$ cat src/rtl/vga_stream_pkg.sv
// vga_stream_pkg: shared types, component indices and scaling helper for the VGA stream display
package vga_stream_pkg;

    typedef enum logic [1:0] {
        TM_STREAM = 2'd0,
        TM_BARS   = 2'd1,
        TM_CHECK  = 2'd2,
        TM_RAMP   = 2'd3
    } test_mode_t;

    typedef enum logic [1:0] {
        SEEK       = 2'd0,
        WAIT_FRAME = 2'd1,
        DISPLAY    = 2'd2
    } state_t;

    localparam int COMP_R = 0;
    localparam int COMP_G = 1;
    localparam int COMP_B = 2;

    // floor(num/den) clipped to steps-1, built from comparisons against constant multiples of den
    function automatic logic [31:0] scaled_index(
        input logic [31:0] num,
        input logic [31:0] den,
        input int          steps
    );
        logic [31:0] idx;
        idx = '0;
        for (int k = 1; k < steps; k++)
            if (num >= 32'(k) * den) idx = idx + 32'd1;
        return idx;
    endfunction

endpackage

$ cat src/rtl/vga_stream_display_timing.sv
// vga_timing_gen: free-running H/V raster counters with blanking, raw sync and frame strobes
module vga_timing_gen #(
    parameter int H_ACTIVE = 640,
    parameter int H_FRONT  = 16,
    parameter int H_SYNC   = 96,
    parameter int H_BACK   = 48,
    parameter int V_ACTIVE = 480,
    parameter int V_FRONT  = 10,
    parameter int V_SYNC   = 2,
    parameter int V_BACK   = 33,
    parameter int HW       = $clog2(H_ACTIVE + H_FRONT + H_SYNC + H_BACK),
    parameter int VW       = $clog2(V_ACTIVE + V_FRONT + V_SYNC + V_BACK)
) (
    input  logic          iVGA_CLK,
    input  logic          iRST_n,
    output logic [HW-1:0] h_cnt,
    output logic [VW-1:0] v_cnt,
    output logic          h_blank,
    output logic          v_blank,
    output logic          hs_on,
    output logic          vs_on,
    output logic          first_px,
    output logic          last_px,
    output logic          frame_end
);

    localparam int H_TOTAL = H_ACTIVE + H_FRONT + H_SYNC + H_BACK;
    localparam int V_TOTAL = V_ACTIVE + V_FRONT + V_SYNC + V_BACK;
    localparam int HS_BEG  = H_ACTIVE + H_FRONT;
    localparam int VS_BEG  = V_ACTIVE + V_FRONT;

    logic [31:0] hx;
    logic [31:0] vx;
    logic        h_end;
    logic        v_end;

    assign hx        = 32'(h_cnt);
    assign vx        = 32'(v_cnt);
    assign h_end     = hx == H_TOTAL - 1;
    assign v_end     = vx == V_TOTAL - 1;
    assign h_blank   = hx >= H_ACTIVE;
    assign v_blank   = vx >= V_ACTIVE;
    assign hs_on     = (hx >= HS_BEG) && (hx < HS_BEG + H_SYNC);
    assign vs_on     = (vx >= VS_BEG) && (vx < VS_BEG + V_SYNC);
    assign first_px  = (hx == 0) && (vx == 0);
    assign last_px   = (hx == H_ACTIVE - 1) && (vx == V_ACTIVE - 1);
    assign frame_end = h_end && v_end;

    // Advance the raster position, wrapping at the end of each line and frame
    always_ff @(posedge iVGA_CLK or negedge iRST_n) begin
        if (!iRST_n) begin
            h_cnt <= '0;
            v_cnt <= '0;
        end else begin
            h_cnt <= h_end ? '0 : h_cnt + HW'(1);
            if (h_end) v_cnt <= v_end ? '0 : v_cnt + VW'(1);
        end
    end

endmodule

$ cat src/rtl/vga_stream_display.sv
// vga_stream_display: VGA output stage aligning a sof-marked pixel stream to internal timing, with test patterns
module vga_stream_display
    import vga_stream_pkg::*;
#(
    parameter int H_ACTIVE   = 640,
    parameter int H_FRONT    = 16,
    parameter int H_SYNC     = 96,
    parameter int H_BACK     = 48,
    parameter int V_ACTIVE   = 480,
    parameter int V_FRONT    = 10,
    parameter int V_SYNC     = 2,
    parameter int V_BACK     = 33,
    parameter int HS_POL     = 0,
    parameter int VS_POL     = 0,
    parameter int COMP_W     = 8,
    parameter int COLOR_RES  = 4,
    parameter int NUM_BARS   = 8,
    parameter int CHECK_LOG2 = 5,
    parameter int CNT_W      = 16
) (
    input  logic                  iVGA_CLK,
    input  logic                  iRST_n,
    input  logic [1:0]            test_mode,
    input  logic                  clr_stats,
    input  logic                  pixel_valid,
    input  logic                  pixel_sof,
    input  logic [3*COMP_W-1:0]   pixel_data,
    output logic                  pixel_ready,
    output logic                  h_blank,
    output logic                  v_blank,
    output logic                  frame_active,
    output logic [CNT_W-1:0]      underflow_cnt,
    output logic [CNT_W-1:0]      sof_err_cnt,
    output logic                  underflow_flag,
    output logic                  oHS,
    output logic                  oVS,
    output logic                  oDE,
    output logic [COLOR_RES-1:0]  oVGA_R,
    output logic [COLOR_RES-1:0]  oVGA_G,
    output logic [COLOR_RES-1:0]  oVGA_B
);

    localparam int   H_TOTAL = H_ACTIVE + H_FRONT + H_SYNC + H_BACK;
    localparam int   V_TOTAL = V_ACTIVE + V_FRONT + V_SYNC + V_BACK;
    localparam int   HW      = $clog2(H_TOTAL);
    localparam int   VW      = $clog2(V_TOTAL);
    localparam logic HS_ON   = HS_POL != 0;
    localparam logic VS_ON   = VS_POL != 0;

    logic [HW-1:0]        h_cnt;
    logic [VW-1:0]        v_cnt;
    logic                 hs_on;
    logic                 vs_on;
    logic                 first_px;
    logic                 last_px;
    logic                 frame_end;
    logic                 active;
    logic                 mid_sof;
    logic                 stream_mode;
    test_mode_t           tm;
    state_t               state;
    state_t               state_nx;
    logic                 show;
    logic                 starve;
    logic                 sof_err;
    logic [2:0]           bar_idx;
    logic [COLOR_RES-1:0] ramp;
    logic                 chk;
    logic [COLOR_RES-1:0] str_r;
    logic [COLOR_RES-1:0] str_g;
    logic [COLOR_RES-1:0] str_b;
    logic [COLOR_RES-1:0] pat_r;
    logic [COLOR_RES-1:0] pat_g;
    logic [COLOR_RES-1:0] pat_b;
    logic                 unused_bits;

    vga_timing_gen #(
        .H_ACTIVE (H_ACTIVE),
        .H_FRONT  (H_FRONT),
        .H_SYNC   (H_SYNC),
        .H_BACK   (H_BACK),
        .V_ACTIVE (V_ACTIVE),
        .V_FRONT  (V_FRONT),
        .V_SYNC   (V_SYNC),
        .V_BACK   (V_BACK),
        .HW       (HW),
        .VW       (VW)
    ) u_timing (
        .iVGA_CLK  (iVGA_CLK),
        .iRST_n    (iRST_n),
        .h_cnt     (h_cnt),
        .v_cnt     (v_cnt),
        .h_blank   (h_blank),
        .v_blank   (v_blank),
        .hs_on     (hs_on),
        .vs_on     (vs_on),
        .first_px  (first_px),
        .last_px   (last_px),
        .frame_end (frame_end)
    );

    assign active       = ~h_blank & ~v_blank;
    assign tm           = test_mode_t'(test_mode);
    assign stream_mode  = tm == TM_STREAM;
    assign mid_sof      = pixel_sof & ~first_px;
    assign frame_active = state == DISPLAY;
    assign unused_bits  = ^pixel_data;

    // Hold the frame-alignment state
    always_ff @(posedge iVGA_CLK or negedge iRST_n) begin
        if (!iRST_n) state <= SEEK;
        else         state <= state_nx;
    end

    // Frame alignment: drop stale pixels, wait for the raster origin, then consume one pixel per active clock
    always_comb begin
        state_nx    = state;
        pixel_ready = 1'b0;
        show        = 1'b0;
        starve      = 1'b0;
        sof_err     = 1'b0;
        if (!stream_mode) state_nx = SEEK;
        else case (state)
            SEEK: begin
                pixel_ready = pixel_valid & ~pixel_sof;
                if (pixel_valid & pixel_sof) state_nx = WAIT_FRAME;
            end
            WAIT_FRAME: if (frame_end) state_nx = DISPLAY;
            DISPLAY: begin
                pixel_ready = active & ~mid_sof;
                show        = active & pixel_valid & ~mid_sof;
                starve      = active & ~pixel_valid;
                sof_err     = active & pixel_valid & mid_sof;
                if (sof_err | last_px) state_nx = SEEK;
            end
            default: state_nx = SEEK;
        endcase
    end

    assign bar_idx = 3'(scaled_index(32'(h_cnt) * NUM_BARS, H_ACTIVE, NUM_BARS));
    assign ramp    = COLOR_RES'(scaled_index(32'(h_cnt) << COLOR_RES, H_ACTIVE, 2 ** COLOR_RES));
    assign chk     = h_cnt[CHECK_LOG2] ^ v_cnt[CHECK_LOG2];
    assign str_r   = show ? pixel_data[COMP_R*COMP_W + COMP_W - 1 -: COLOR_RES] : '0;
    assign str_g   = show ? pixel_data[COMP_G*COMP_W + COMP_W - 1 -: COLOR_RES] : '0;
    assign str_b   = show ? pixel_data[COMP_B*COMP_W + COMP_W - 1 -: COLOR_RES] : '0;

    // Pick the colour for the current raster position from the stream or a test pattern
    always_comb begin
        pat_r = tm == TM_BARS  ? {COLOR_RES{bar_idx[0]}} :
                tm == TM_CHECK ? {COLOR_RES{chk}} :
                tm == TM_RAMP  ? ramp : str_r;
        pat_g = tm == TM_BARS  ? {COLOR_RES{bar_idx[1]}} :
                tm == TM_CHECK ? {COLOR_RES{chk}} :
                tm == TM_RAMP  ? ramp : str_g;
        pat_b = tm == TM_BARS  ? {COLOR_RES{bar_idx[2]}} :
                tm == TM_CHECK ? {COLOR_RES{chk}} :
                tm == TM_RAMP  ? ramp : str_b;
    end

    // Register sync, enable and colour together so they stay aligned at the pins
    always_ff @(posedge iVGA_CLK or negedge iRST_n) begin
        if (!iRST_n) begin
            oHS    <= ~HS_ON;
            oVS    <= ~VS_ON;
            oDE    <= 1'b0;
            oVGA_R <= '0;
            oVGA_G <= '0;
            oVGA_B <= '0;
        end else begin
            oHS    <= hs_on ? HS_ON : ~HS_ON;
            oVS    <= vs_on ? VS_ON : ~VS_ON;
            oDE    <= active;
            oVGA_R <= active ? pat_r : '0;
            oVGA_G <= active ? pat_g : '0;
            oVGA_B <= active ? pat_b : '0;
        end
    end

    // Saturating statistics and sticky underflow flag; a clear wins over a same-cycle increment
    always_ff @(posedge iVGA_CLK or negedge iRST_n) begin
        if (!iRST_n) begin
            underflow_cnt  <= '0;
            sof_err_cnt    <= '0;
            underflow_flag <= 1'b0;
        end else if (clr_stats) begin
            underflow_cnt  <= '0;
            sof_err_cnt    <= '0;
            underflow_flag <= 1'b0;
        end else begin
            if (starve && !(&underflow_cnt)) underflow_cnt <= underflow_cnt + CNT_W'(1);
            if (sof_err && !(&sof_err_cnt)) sof_err_cnt <= sof_err_cnt + CNT_W'(1);
            if (starve) underflow_flag <= 1'b1;
        end
    end

endmodule

$ cat config.mk
export PLATFORM = sky130hd
export DESIGN_NAME = vga_stream_display
export DESIGN_NICKNAME = d
export VERILOG_FILES = /design/src/rtl/vga_stream_pkg.sv /design/src/rtl/vga_stream_display_timing.sv /design/src/rtl/vga_stream_display.sv
export SDC_FILE = /design/constraint.sdc
export NUM_CORES = 1
export LEC_CHECK = 0
export ABC_AREA = 1
export CORE_MARGIN = 2
export CORE_UTILIZATION = 40
export DETAILED_ROUTE_END_ITERATION = 16
export GPL_TIMING_DRIVEN = 0
export PLACE_DENSITY_LB_ADDON = 0.08
export REMOVE_ABC_BUFFERS = 1
export SLEW_MARGIN = 20
export SYNTH_ARGS = -nofsm -noshare
export SYNTH_HDL_FRONTEND = slang
export SYNTH_SLANG_ARGS = --single-unit
export TNS_END_PERCENT = 20
$ cat constraint.sdc
create_clock -name iVGA_CLK -period 7.9 [get_ports iVGA_CLK]
set_clock_uncertainty 0.2 [all_clocks]
set_input_delay 1.58 -clock iVGA_CLK [delete_from_list [all_inputs] [get_ports iVGA_CLK]]
set_output_delay 1.58 -clock iVGA_CLK [all_outputs]
set_load 0.02 [all_outputs]
==> flow_metrics.py <==
metrics = {
    "finish": {
        "layout-drive-gt1-share_pct": 11.9,
        "stdcell_count": 1096,
        "fin_area_sq_mm": 0.00698,
        "final_nets": 967,
        "final_common_cell": "nand2_1",
        "final_cell_mix": "nand2_1 (211), inv_1 (135), clkdlybuf4s50_1 (69)",
        "syn_to_final_growth_pct": 24.3,
        "fillers": 1408,
        "num_antenna_cells": 0,
    },
    "timing": {
        "slew_viol_final": 0,
        "hold_viol": 0,
        "timing.final.crit_share_pct": 93.3,
        "setup_viol": 0,
        "max-slew-margin-rel_pct": 33.4,
        "worst_pin_slew_ns": 0.990,
        "fmax_mhz": 136,
        "period_minus_slack_ns": 7.37,
    },
    "grt": {
        "grt_usage_pct": 20.0,
        "antenna_found_initial": 0,
        "grt_max_degree": 54,
        "grt_pass1_vias": 5166,
        "overflow": 0,
        "grt_pass1_wl_um": 24100,
    },
    "clock_network": {
        "cts_hold_buf": 0,
        "clkTransAtPathRegs_ns": 0.06,
        "cts.sinks": 70,
        "cts_root_buf": "clkbuf_16",
        "cts_made_buffers": 9,
        "htree_levels": 3,
        "clock_latency_ns": 0.33,
        "cts_buffer_depth": 2,
        "cts_tree": "done",
    },
    "setup_path": {
        "cp.arrival_ns": 7.38,
        "crit_buf_inv": 10,
        "slowest_delay_ns": 0.46,
        "crit_family": "simple AND/OR/NAND/NOR gates",
        "critPathKind": "flop to flop",
        "crit_required_ns": 7.91,
        "critPathMostFrequentCell": "nand2_1",
        "cp-start-kind": "flop",
        "worstPathMaxFanout": 6,
        "endpoint_kind": "flop",
        "cp_slowest_cell": "dfrtp_2",
    },
    "run": {
        "cap_viol_max_count": 0,
    },
    "place": {
        "post-place-cells": 1071,
        "place_area_sq_mm": 0.00653,
        "io_buffers": 70,
        "gp_congestion": 0.869,
        "dp_hpwl_um": 11600,
    },
    "pwr": {
        "cellLeakagePower_nw": 3.33,
        "power_mw": 0.868,
        "power_frac_clock_pct": 50.7,
        "internal_power_mw": 0.676,
        "ir_worst_vdd_mv": 0.0869,
        "sequentialPowerShare_pct": 42.4,
        "power.density_mw_per_mm2": 124,
        "p_switching_mw": 0.192,
        "comb_power_share_pct": 6.9,
        "switching_share_pct": 22.1,
    },
    "yosys": {
        "syn_inst": 826,
        "yosysSeqAreaShare_pct": 31.2,
        "synth_edf_count": 0,
        "synth-async-reset-ratio_pct": 100,
        "ys.flop_type": "dfrtp_1",
        "syn_area_sq_mm": 0.00562,
        "yosysWarnings": 0,
        "synth_cell_types": 46,
        "avgSynthCellArea_sq_um": 6.80,
        "synth-seq-cells": 70,
    },
    "die": {
        "die-area_sq_mm": 0.0150,
        "die_w_um": 122,
        "floorplan.initialDensity_pct": 40.8,
        "core_region_area_sq_mm": 0.0138,
        "die_y_um": 122,
        "rows": 43,
        "io_pins": 83,
    },
    "drt": {
        "vias_per_cell": 5.02,
        "drtAntennaViolNets": 0,
        "drt-total-wl_um": 14600,
        "drc_errors": 0,
        "firstDrtPassIters": 5,
        "wl_per_cell_um": 13.3,
        "drt-initial-drc-count": 339,
        "via_count": 5500,
    },
    "status": {
        "status": "complete, no violations",
    },
    "min_path": {
        "min_path_type": "flop to flop",
    },
}
-- path summary, 6_finish.rpt --
check	start	to	slack (ns)	cells after the start
hold / removal	u_timing.h_cnt[0]$_DFF_PN0_	u_timing.h_cnt[0]$_DFF_PN0_	0.26	1
setup / recovery	u_timing.h_cnt[8]$_DFF_PN0_	oVGA_R[1]$_DFF_PN0_	0.53	53
setup reg to reg	u_timing.h_cnt[8]$_DFF_PN0_	oVGA_R[1]$_DFF_PN0_	0.53	53
hold reg to reg	u_timing.h_cnt[0]$_DFF_PN0_	u_timing.h_cnt[0]$_DFF_PN0_	0.26	1
max in group asynchronous	iRST_n	oVS$_DFF_PN1_	5.96	2
min in group asynchronous	iRST_n	underflow_cnt[6]$_DFFE_PN0P_	0.93	1
-- kinds of logic after synthesis --
| group | count (synthesis) | synth area share (%) |
|---|---|---|
| buffers and inverters | 152 | 10.5 |
| DFF | 70 | 31.2 |
| adders and majority gates | 25 | 5.57 |
| xor gates and xnor gates | 14 | 2.18 |
| AOI/OAI and AO/OA | 113 | 11.6 |
| and+or+nand+nor | 452 | 38.9 |
-- layout make-up --
cell class,instances,area [sq um],area share [%]
sequential,70,1760,25.2
clock buffer,13,250,3.59
timing repair buffer,80,793,11.4
clock inverter,3,67.6,0.968
inverter,146,561,8.03
multi-input combinational,604,3320,47.6
tap,180,225,3.23
-- sequential cells by signal, indices dropped and copies added (netlist names) --
name and flops:
oVS 1, oDE 1, sof_err_cnt 16, u_timing.h_cnt 10
u_timing.v_cnt 10, underflow_cnt 16, oVGA_R 4, underflow_flag 1
oHS 1, state 2, oVGA_G 4, oVGA_B 4
-- layer usage --
| metal | GRT usage (%) | part of all wire (%) | vias to the layer above | routed length [um] |
|---|---|---|---|---|
| met3 | 3.11 | 3.4 | 16 | 491 |
| met5 | 0 | 0 | - | 0 |
| met1 | 27.2 | 48 | 2530 | 6960 |
| met2 | 33.0 | 47 | 105 | 6920 |
| li1 | - | - | 2849 | - |
| met4 | 5.89 | 1.6 | 0 | 228 |
-- Yosys cell counts (12+ instances only) --
cell type	count	area (sq um)
a21oi_1	44	220
nand3_1	59	295
nor2_1	70	263
nand3_2	13	130
dfrtp_1	68	1700
ha_1	25	313
inv_1	136	510
xor2_1	12	105
nand2_2	17	106
nand2_1	215	807
o21ai_0	37	185
nor3_1	24	120
-- per-stage QoR --
stage | hold WS [ns] | setup slack (ns) | utilization, % | TNS (ns)
after global placement | 0.251 | 0.176 | 47.2 | 0
after detailed placement | 0.252 | -0.00774 | 47.4 | -0.00774
after global routing | 0.303 | -0.0146 | 50.7 | -0.0146
after floorplan | 0.232 | 0.871 | - | 0
final | 0.256 | 0.527 | 50.7 | 0
after CTS | 0.259 | 0.0210 | 49.7 | 0
-- power groups by stage --
stage	sequential (mW)	clock, mW	combinational [mW]
after floorplan	0.380	0	0.0151
after global placement	0.374	0	0.0584
after detailed placement	0.374	0	0.0607
after CTS	0.368	0.450	0.0610
after global routing	0.368	0.465	0.0661
final	0.368	0.440	0.0603
-- what timing repair did --
item	in CTS	in global routing
endpoints found under the setup margin	3	9
resized for setup	1	23
buffers inserted	0	9
pin swaps	0	4
Power figures use the tool's default switching activity.
